[src/rtl/sc_rr_crossbar_port_sched.sv]
// -----------------------------------------------------------------------------
// sc_rr_crossbar_port_sched
//
// Round-robin scheduler for one slave port of the crossbar. A grant is held
// for a whole transaction and ends in one of three ways:
//   - the slave acks it,
//   - the granted master withdraws its request, or
//   - the watchdog expires.
// On an ack the next requester (in rotating priority order) is granted in the
// same edge, so there is no idle cycle between grants.
//
// Handshake: a master raises i_ms_req and keeps it high until it sees its
// grant acked. The slave pulses i_sl_ack for one cycle to close the granted
// transaction. i_sl_ack is ignored while no grant is active.
//
// Ports:
//   i_clk        clock, all state on the rising edge
//   i_resetb     asynchronous active-low reset
//   i_ms_req     per-master request levels
//   i_sl_ack     slave transaction-complete pulse
//   o_ms_en      registered one-hot grant (all zero when idle)
//   o_ms_id      registered index of the granted master (holds when idle)
//   o_sl_req     registered, high while a grant is active
//   o_tmo        registered one-cycle pulse when the watchdog aborts a grant
//   o_dbg_state  current FSM state (0 = IDLE, 1 = GRANT)
// -----------------------------------------------------------------------------
module sc_rr_crossbar_port_sched #(
  parameter int NUM_MS = 4,
  parameter int ID_W   = 2,
  parameter int TMO_EN = 1,
  parameter int TMO_W  = 8
) (
  input  logic              i_clk,
  input  logic              i_resetb,
  input  logic [NUM_MS-1:0] i_ms_req,
  input  logic              i_sl_ack,
  output logic [NUM_MS-1:0] o_ms_en,
  output logic [ID_W-1:0]   o_ms_id,
  output logic              o_sl_req,
  output logic              o_tmo,
  output logic              o_dbg_state
);

  typedef enum logic {
    ST_IDLE  = 1'b0,
    ST_GRANT = 1'b1
  } state_e;

  localparam logic [TMO_W-1:0]  TMO_MAX = '1;
  localparam logic [NUM_MS-1:0] BIT0    = {{(NUM_MS-1){1'b0}}, 1'b1};

  state_e              state_q, state_d;
  logic [ID_W-1:0]     ptr_q, ptr_d;
  logic [TMO_W-1:0]    cnt_q, cnt_d;
  logic [NUM_MS-1:0]   en_q, en_d;
  logic [ID_W-1:0]     id_q, id_d;
  logic                sl_req_q, sl_req_d;
  logic                tmo_q, tmo_d;

  logic [NUM_MS-1:0]   g_mask;
  logic [ID_W-1:0]     ptr_adv;
  logic [ID_W:0]       arb_idle;
  logic [ID_W:0]       arb_ack;

  // Index after g, wrapping at NUM_MS rather than 2^ID_W.
  function automatic logic [ID_W-1:0] next_idx(input logic [ID_W-1:0] g);
    if (int'(g) >= NUM_MS - 1) return '0;
    return ID_W'(int'(g) + 1);
  endfunction

  // Returns {found, index} of the first request at p, p+1, ... (mod NUM_MS).
  // Scanning from the far end lets the nearest requester overwrite the result.
  function automatic logic [ID_W:0] arb(input logic [NUM_MS-1:0] req,
                                        input logic [ID_W-1:0]   p);
    logic [ID_W:0]     res;
    logic [NUM_MS-1:0] sh;
    int                idx;
    res = '0;
    for (int k = NUM_MS - 1; k >= 0; k--) begin
      idx = int'(p) + k;
      if (idx >= NUM_MS) idx = idx - NUM_MS;
      sh = req >> idx;
      if (sh[0]) res = {1'b1, ID_W'(idx)};
    end
    return res;
  endfunction

  assign g_mask   = BIT0 << id_q;
  assign ptr_adv  = next_idx(id_q);
  assign arb_idle = arb(i_ms_req, ptr_q);
  // On ack the just-served master is excluded and priority starts after it.
  assign arb_ack  = arb(i_ms_req & ~g_mask, ptr_adv);

  always_comb begin
    state_d = state_q;
    ptr_d   = ptr_q;
    cnt_d   = cnt_q;
    en_d    = en_q;
    id_d    = id_q;
    tmo_d   = 1'b0;

    case (state_q)
      ST_IDLE: begin
        en_d = '0;
        if (arb_idle[ID_W]) begin
          state_d = ST_GRANT;
          id_d    = arb_idle[ID_W-1:0];
          en_d    = BIT0 << arb_idle[ID_W-1:0];
          cnt_d   = '0;
        end
      end
      ST_GRANT: begin
        if (i_sl_ack) begin
          // Ack takes precedence over both withdrawal and timeout.
          ptr_d = ptr_adv;
          if (arb_ack[ID_W]) begin
            id_d  = arb_ack[ID_W-1:0];
            en_d  = BIT0 << arb_ack[ID_W-1:0];
            cnt_d = '0;
          end else begin
            en_d    = '0;
            state_d = ST_IDLE;
          end
        end else if ((i_ms_req & g_mask) == '0) begin
          ptr_d   = ptr_adv;
          en_d    = '0;
          state_d = ST_IDLE;
        end else if ((TMO_EN != 0) && (cnt_q == TMO_MAX)) begin
          ptr_d   = ptr_adv;
          en_d    = '0;
          tmo_d   = 1'b1;
          state_d = ST_IDLE;
        end else if (cnt_q != TMO_MAX) begin
          // Saturates when the watchdog is disabled.
          cnt_d = cnt_q + 1'b1;
        end
      end
      default: begin
        state_d = ST_IDLE;
        en_d    = '0;
      end
    endcase

    sl_req_d = |en_d;
  end

  always_ff @(posedge i_clk or negedge i_resetb) begin
    if (!i_resetb) begin
      state_q  <= ST_IDLE;
      ptr_q    <= '0;
      cnt_q    <= '0;
      en_q     <= '0;
      id_q     <= '0;
      sl_req_q <= 1'b0;
      tmo_q    <= 1'b0;
    end else begin
      state_q  <= state_d;
      ptr_q    <= ptr_d;
      cnt_q    <= cnt_d;
      en_q     <= en_d;
      id_q     <= id_d;
      sl_req_q <= sl_req_d;
      tmo_q    <= tmo_d;
    end
  end

  assign o_ms_en     = en_q;
  assign o_ms_id     = id_q;
  assign o_sl_req    = sl_req_q;
  assign o_tmo       = tmo_q;
  assign o_dbg_state = (state_q == ST_GRANT);

endmodule

[config.mk]
export PLATFORM = sky130hd
export DESIGN_NAME = sc_rr_crossbar_port_sched
export DESIGN_NICKNAME = d
export VERILOG_FILES = /design/src/rtl/sc_rr_crossbar_port_sched.sv
export SDC_FILE = /design/constraint.sdc
export NUM_CORES = 1
export LEC_CHECK = 0
export CAP_MARGIN = 10
export CORE_ASPECT_RATIO = 1.1
export CORE_MARGIN = 4
export CORE_UTILIZATION = 43
export DETAILED_ROUTE_END_ITERATION = 8
export HOLD_SLACK_MARGIN = 0.15
export SYNTH_ARGS = -nofsm -noshare
export SYNTH_HDL_FRONTEND = slang
export SYNTH_SLANG_ARGS = --single-unit
[constraint.sdc]
create_clock -name i_clk -period 5.3 [get_ports i_clk]
set_clock_uncertainty 0.1 [all_clocks]
set_input_delay 1.06 -clock i_clk [delete_from_list [all_inputs] [get_ports i_clk]]
set_output_delay 1.06 -clock i_clk [all_outputs]
set_load 0.01 [all_outputs]
---- After elaboration in Yosys (flattened, before gate mapping) ----
Index checks and enable logic that the tools add are counted.
storage, ports and cells
  flip-flop bits (word level) ............. 19
  output and inout bits ................... 9
  word-level logic and storage cells ...... 111
cells by class
  $add $sub $neg .......................... 16
  order comparisons ....................... 9
  eq/ne operators ......................... 9
  shifts and indexed selects .............. 11
  muxes and demuxes ....................... 49
  bitwise gates (word level) .............. 4
  reductions and logical operators ........ 6
operators by type and width
  kind                                                  count
  2-to-1 mux 32 bit                                     8
  >> shifter 4 x 32 -> 1 bit                            8
  2-to-1 mux 8 bit                                      6
  2-to-1 mux 3 bit                                      8
  subtractor 3 x 3 -> 4 bit (second input constant)     6
  2-to-1 mux 4 bit                                      5
  >= comparator 3 bit (second input constant)           6
  2-to-1 mux 2 bit                                      8
  case mux 8 bit (2 select lines)                       1
  adder 2 x 2 -> 3 bit (second input constant)          4
  left shift 1 x 2 -> 4 bit (first input constant)      3
  2-to-1 mux 1 bit                                      10
  adder 8 x 1 -> 8 bit (second input constant)          1
  AND 4 bit                                             2
  equality test 8 bit (second input constant)           1
  != test 8 bit (second input constant)                 1
  case mux 4 bit (2 select lines)                       1
  subtractor 2 x 3 -> 4 bit (second input constant)     2
  adder 2 x 1 -> 3 bit (second input constant)          2
  >= comparator 2 x 3 -> 1 bit (second input constant)  2
  != test 3 x 2 -> 1 bit (second input constant)        2
  != test 3 bit (second input constant)                 2
  AND reduction 5 bit                                   1
  logical NOT 4 bit                                     1
  12 further kinds                                      13

---- Longest topological paths before layout ----
  word-level depth ........................ 16
  mapped depth ............................ 10
  gate-level depth less buffers ........... 8

---- Least setup slack after synthesis ----
Ideal clock, no wire load.
  path type ............................... input port to flip-flop
  start ................................... input port i_ms_req[2]
  end ..................................... register en_q[1] (netlist: o_ms_en[1])
  arrival time ............................ 2.569 ns
  path slack .............................. 2.505 ns
  stages .................................. 6
  cells stage by stage .................... mux4_2 > a2bb2oi_1 > a211oi_1 > a31oi_1 > and3b_1 > a221o_1
between the ends
  cells in the longest elaborated chain, start to end .. 10
ends and longest elaborated chain
  item                                 RTL line  source
  start: declaration                   35        input logic [NUM_MS-1:0] i_ms_req,
  AND 4 bit                            92        assign arb_ack = arb(i_ms_req & ~g_mask, ptr_adv);
  >> shifter 4 x 32 -> 1 bit           82        sh = req >> idx;
  2-to-1 mux 3 bit (4 in series)       83        if (sh[0]) res = {1'b1, ID_W'(idx)};
  left shift 1 x 2 -> 4 bit            118       en_d = BIT0 << arb_ack[ID_W-1:0];
  2-to-1 mux 4 bit                     116       if (arb_ack[ID_W]) begin
  2-to-1 mux 4 bit                     113       if (i_sl_ack) begin
  case mux 4 bit (2 select lines) (*)  102       case (state_q)
  net en_d[1]                          55        logic [NUM_MS-1:0] en_q, en_d;
  end signal: assignment               160       en_q <= en_d;
  end: declaration                     55
The timed path passes the listed nets; every way through them passes the cells marked *.
A chain may end at the register's enable or synchronous reset.

---- Worst setup path in the final report ----
  start ................................... input port i_ms_req[3]
  end ..................................... register en_q[1] (netlist: o_ms_en[1])
Same word-level chain as after synthesis.

==> results.rst <==
.. list-table::
   :header-rows: 1

   * - Metric
     - Value
   * - Start of the worst register-to-register path
     - ptr_q[0]$_DFFE_PN0P_
   * - Overall Global Routing Usage
     - 0.172
   * - Ratio of cells with drive above 1 in the final layout
     - 0.0535
   * - Nets@finish
     - 205
   * - Most instantiated flip-flop cell in the synthesis netlist
     - sky130_fd_sc_hd__dfrtp_1
   * - Clock-pin slew reported for the worst setup and hold paths after clock tree synthesis
     - 0.11 ns
   * - Die ar.
     - 0.00465 sq mm
   * - R2R Setup Slk
     - 1.96 ns
   * - Yosys cell types
     - 53
   * - CTS tree
     - yes
   * - Leakage power figure
     - 0.723 nW
   * - Cells traversed along the worst timing path
     - clkdlybuf4s50_1 > mux4_2 > a2bb2oi_1 > a211oi_1 > a31oi_1 > and3b_1 > a221o_1
   * - Number of buffers on the longest clock path
     - 2
   * - CTS Buf Count
     - 3
   * - Net Count, Synth
     - 193
   * - Destination of the critical timing path
     - o_ms_en[1]$_DFF_PN0_
   * - Setup Total Neg Slack
     - 0 ns
   * - RePlAce Congestion
     - 0.897
   * - Number of top-level design ports
     - 16
   * - Relative slew margins
     - 0.299
   * - First-pass GRT wire length
     - 6320 um
   * - Root buffer cell
     - sky130_fd_sc_hd__clkbuf_4
   * - FF-to-FF End
     - o_ms_en[1]$_DFF_PN0_
   * - Area of the core
     - 0.00341 sq mm
   * - Synthesized netlist cell count
     - 176
   * - Category of the critical setup timing path
     - input pin to flip-flop
   * - Area share of the largest cell type after synthesis
     - 0.305
   * - Detailed-route via count
     - 1,395
   * - Number of buffers inserted by hold repair at cts
     - 0
   * - Max-cap violations
     - 0
   * - Clock network power share
     - 0.074
   * - Switching power
     - 0.493 mW
   * - Synthesized area
     - 0.00156 sq mm
   * - Number of enable-type register cells in the synthesized netlist
     - 0
   * - Maximum operating frequency
     - 272 MHz
   * - Number of hold-slack violations in the final timing report
     - 0
   * - Run status
     - completed
   * - Signal arrival time at the worst endpoint
     - 3.78 ns
   * - Leading cell type by number of instances after synthesis
     - sky130_fd_sc_hd__dfrtp_1
   * - Total setup violations reported at the end of the flow
     - 0
   * - Worst IR drop on VDD
     - 230 uV
   * - Count of final max-slew check failures
     - 0
   * - Number of global-route vias before repair
     - 1,368
   * - Ys Warns
     - 0
   * - Overall overflow remaining after global route
     - 0
   * - Initial antenna violation count
     - 0
   * - Slew of the pin with the lowest slew margin
     - 1.05 ns
   * - Crit path required time
     - 5.40 ns
   * - Share of total power consumed by net switching
     - 0.491
   * - P&R area growth vs syn
     - 12.0%
   * - Number of cells traversed by the worst register-to-register path
     - 8
   * - Overall power
     - 1.00 mW
   * - HPWL after DPL
     - 2770 um
   * - Internal power consumption
     - 0.511 mW
   * - Postcts setup bufs
     - 0
   * - Post-synthesis sequential area ratio
     - 0.305
   * - CP Capture Type
     - flip-flop
   * - Beginning of the critical path
     - i_ms_req[3]
   * - First-pass iteration count of the detailed router
     - 4
   * - Power density of the placed cells
     - 574 mW/mm^2
   * - Fin crit share
     - 0.695
   * - Setup repair after global routing missed its margin
     - false
   * - Kind of launch point of the worst setup path
     - input pin
   * - Mean instance size in the synthesized netlist
     - 8.86 sq um
   * - Number of DRC markers after the initial detailed-route iteration
     - 161
   * - CP max FO
     - 13
   * - Clock tree sinks
     - 19
   * - Initial Utilization
     - 0.457
   * - Maximum level of the CTS H-tree
     - 1
   * - Final non-filler cell area
     - 0.00175 sq mm
   * - Area contributors post-synth
     - sky130_fd_sc_hd__dfrtp_1, sky130_fd_sc_hd__ha_1, sky130_fd_sc_hd__mux2i_1
   * - Antenna diode count
     - 0
   * - Slowest cell on the critical path
     - sky130_fd_sc_hd__mux4_2
   * - Clock latency at the later pin of the worst-skew pair
     - 0.30 ns
   * - Drt via density
     - 5.94
   * - Placement Cell Area
     - 0.00172 sq mm
   * - Quantity of gates resized following cts
     - 0
   * - Die height
     - 71.2 um
   * - Biggest cell delay along the critical path
     - 0.56 ns
   * - Flop pwr share
     - 0.261
   * - Post-route antenna net violation count
     - 0
   * - Clock period minus worst slack
     - 3.68 ns
   * - Die width
     - 65.4 um
   * - Hold crit path type
     - flip-flop to flip-flop
   * - Residual DRC count
     - 0
   * - Post-synth top cells
     - sky130_fd_sc_hd__dfrtp_1, sky130_fd_sc_hd__nand2_1, sky130_fd_sc_hd__o21ai_0, sky130_fd_sc_hd__ha_1, sky130_fd_sc_hd__inv_1
   * - Overall routed net length
     - 3590 um
   * - Average wire length per cell after detail routing
     - 15.3 um
   * - Number of placement rows
     - 22
   * - Flip-flop and latch count after synthesis
     - 19
   * - Port-buffer cells
     - 15
   * - Cell accounting for the most synthesized area
     - sky130_fd_sc_hd__dfrtp_1
   * - Largest net degree at the start of global routing
     - 20
   * - Share of synthesized registers carrying an async set or reset
     - 1.00
   * - Relative contribution of combinational cells to total power
     - 0.665
-- metrics by stage --
step	cells	hold WS (ns)	utilization	worst slack [ns]
after floorplan	176	0.396	-	2.50
after global placement	231	0.425	0.504	1.37
after detailed placement	231	0.442	0.504	1.32
after CTS	235	0.468	0.512	1.62
after global routing	235	0.492	0.512	1.44
final	235	0.462	0.512	1.62
-- how the worst min path moves through the flow --
stage	from	to	slack (ns)	cells after the start
2_1_floorplan	cnt_q[1]$_DFFE_PN0P_	cnt_q[1]$_DFFE_PN0P_	0.40	2
3_3_place_gp	cnt_q[1]$_DFFE_PN0P_	cnt_q[1]$_DFFE_PN0P_	0.43	2
3_5_place_dp	o_ms_en[3]$_DFF_PN0_	o_ms_en[3]$_DFF_PN0_	0.44	1
4_1_cts	cnt_q[7]$_DFFE_PN0P_	cnt_q[7]$_DFFE_PN0P_	0.47	2
5_1_grt	cnt_q[7]$_DFFE_PN0P_	cnt_q[7]$_DFFE_PN0P_	0.49	2
6_report	cnt_q[1]$_DFFE_PN0P_	cnt_q[1]$_DFFE_PN0P_	0.46	2
-- flip-flops by register name, summed over array words and instances (netlist names) --
name         count
o_tmo            1
o_ms_en          4
o_dbg_state      1
ptr_q            2
cnt_q            8
o_sl_req         1
o_ms_id          2
-- metal layers --
metal	wire, um	track usage	vias up	part of all wire
li1	-	-	694	-
met1	1610	0.217	672	0.45
met2	1820	0.295	23	0.51
met3	92	0.0190	6	0.026
met4	65	0.0691	0	0.018
met5	0	0	-	0
-- kinds of logic (layout without fill, tap and decap cells) --
kind of cell             after synthesis  after routing  synth area share
AO/OA/AOI/OAI                         60             60             0.270
AND/OR/NAND/NOR                       60             60             0.220
adder cells (fa/ha/maj)               10             10            0.0803
multiplexers                           9              9            0.0690
flip-flops                            19             19             0.305
buffers and inverters                 18             29            0.0562
-- area by class of cell --
class	count	area, sq um
Multi-Input combinational cell	139	996
Clock buffer	3	22.5
Inverter	10	37.5
Sequential cell	19	475
Clock inverter	1	5.00
Timing Repair Buffer	15	150
Tap cell	48	60.1
Fill cell	353	1670
-- worst max-delay path: cells and delay by family --
kind	cells	cell delay, ns
AO/OA/AOI/OAI	4	1.26
multiplexers	1	0.56
buffers and inverters	1	0.54
AND/OR/NAND/NOR	1	0.35
-- power by group through the flow --
stage / registers (mW) / logic, mW / clock network, mW
after floorplan: 0.238 / 0.532 / 0
after global placement: 0.262 / 0.653 / 0
after detailed placement: 0.265 / 0.664 / 0
after CTS: 0.262 / 0.666 / 0.0781
after global routing: 0.272 / 0.739 / 0.0862
final: 0.262 / 0.667 / 0.0739
-- cell usage in the layout (no fill, tap or decap), types with 4 or more instances in the layout --
cell / instances
sky130_fd_sc_hd__ha_1: 10
sky130_fd_sc_hd__nor3_1: 6
sky130_fd_sc_hd__nand2b_1: 5
sky130_fd_sc_hd__mux2i_1: 6
sky130_fd_sc_hd__inv_1: 10
sky130_fd_sc_hd__or3_1: 5
sky130_fd_sc_hd__dfrtp_1: 19
sky130_fd_sc_hd__nor2b_1: 4
sky130_fd_sc_hd__o21ai_0: 12
sky130_fd_sc_hd__nand3_1: 7
sky130_fd_sc_hd__nor2_1: 7
sky130_fd_sc_hd__nand2_1: 12
sky130_fd_sc_hd__a21oi_1: 9
sky130_fd_sc_hd__a211oi_1: 5
sky130_fd_sc_hd__o31ai_1: 4
sky130_fd_sc_hd__clkdlybuf4s50_1: 15
Note: power is estimated with default switching activity, not from simulation.
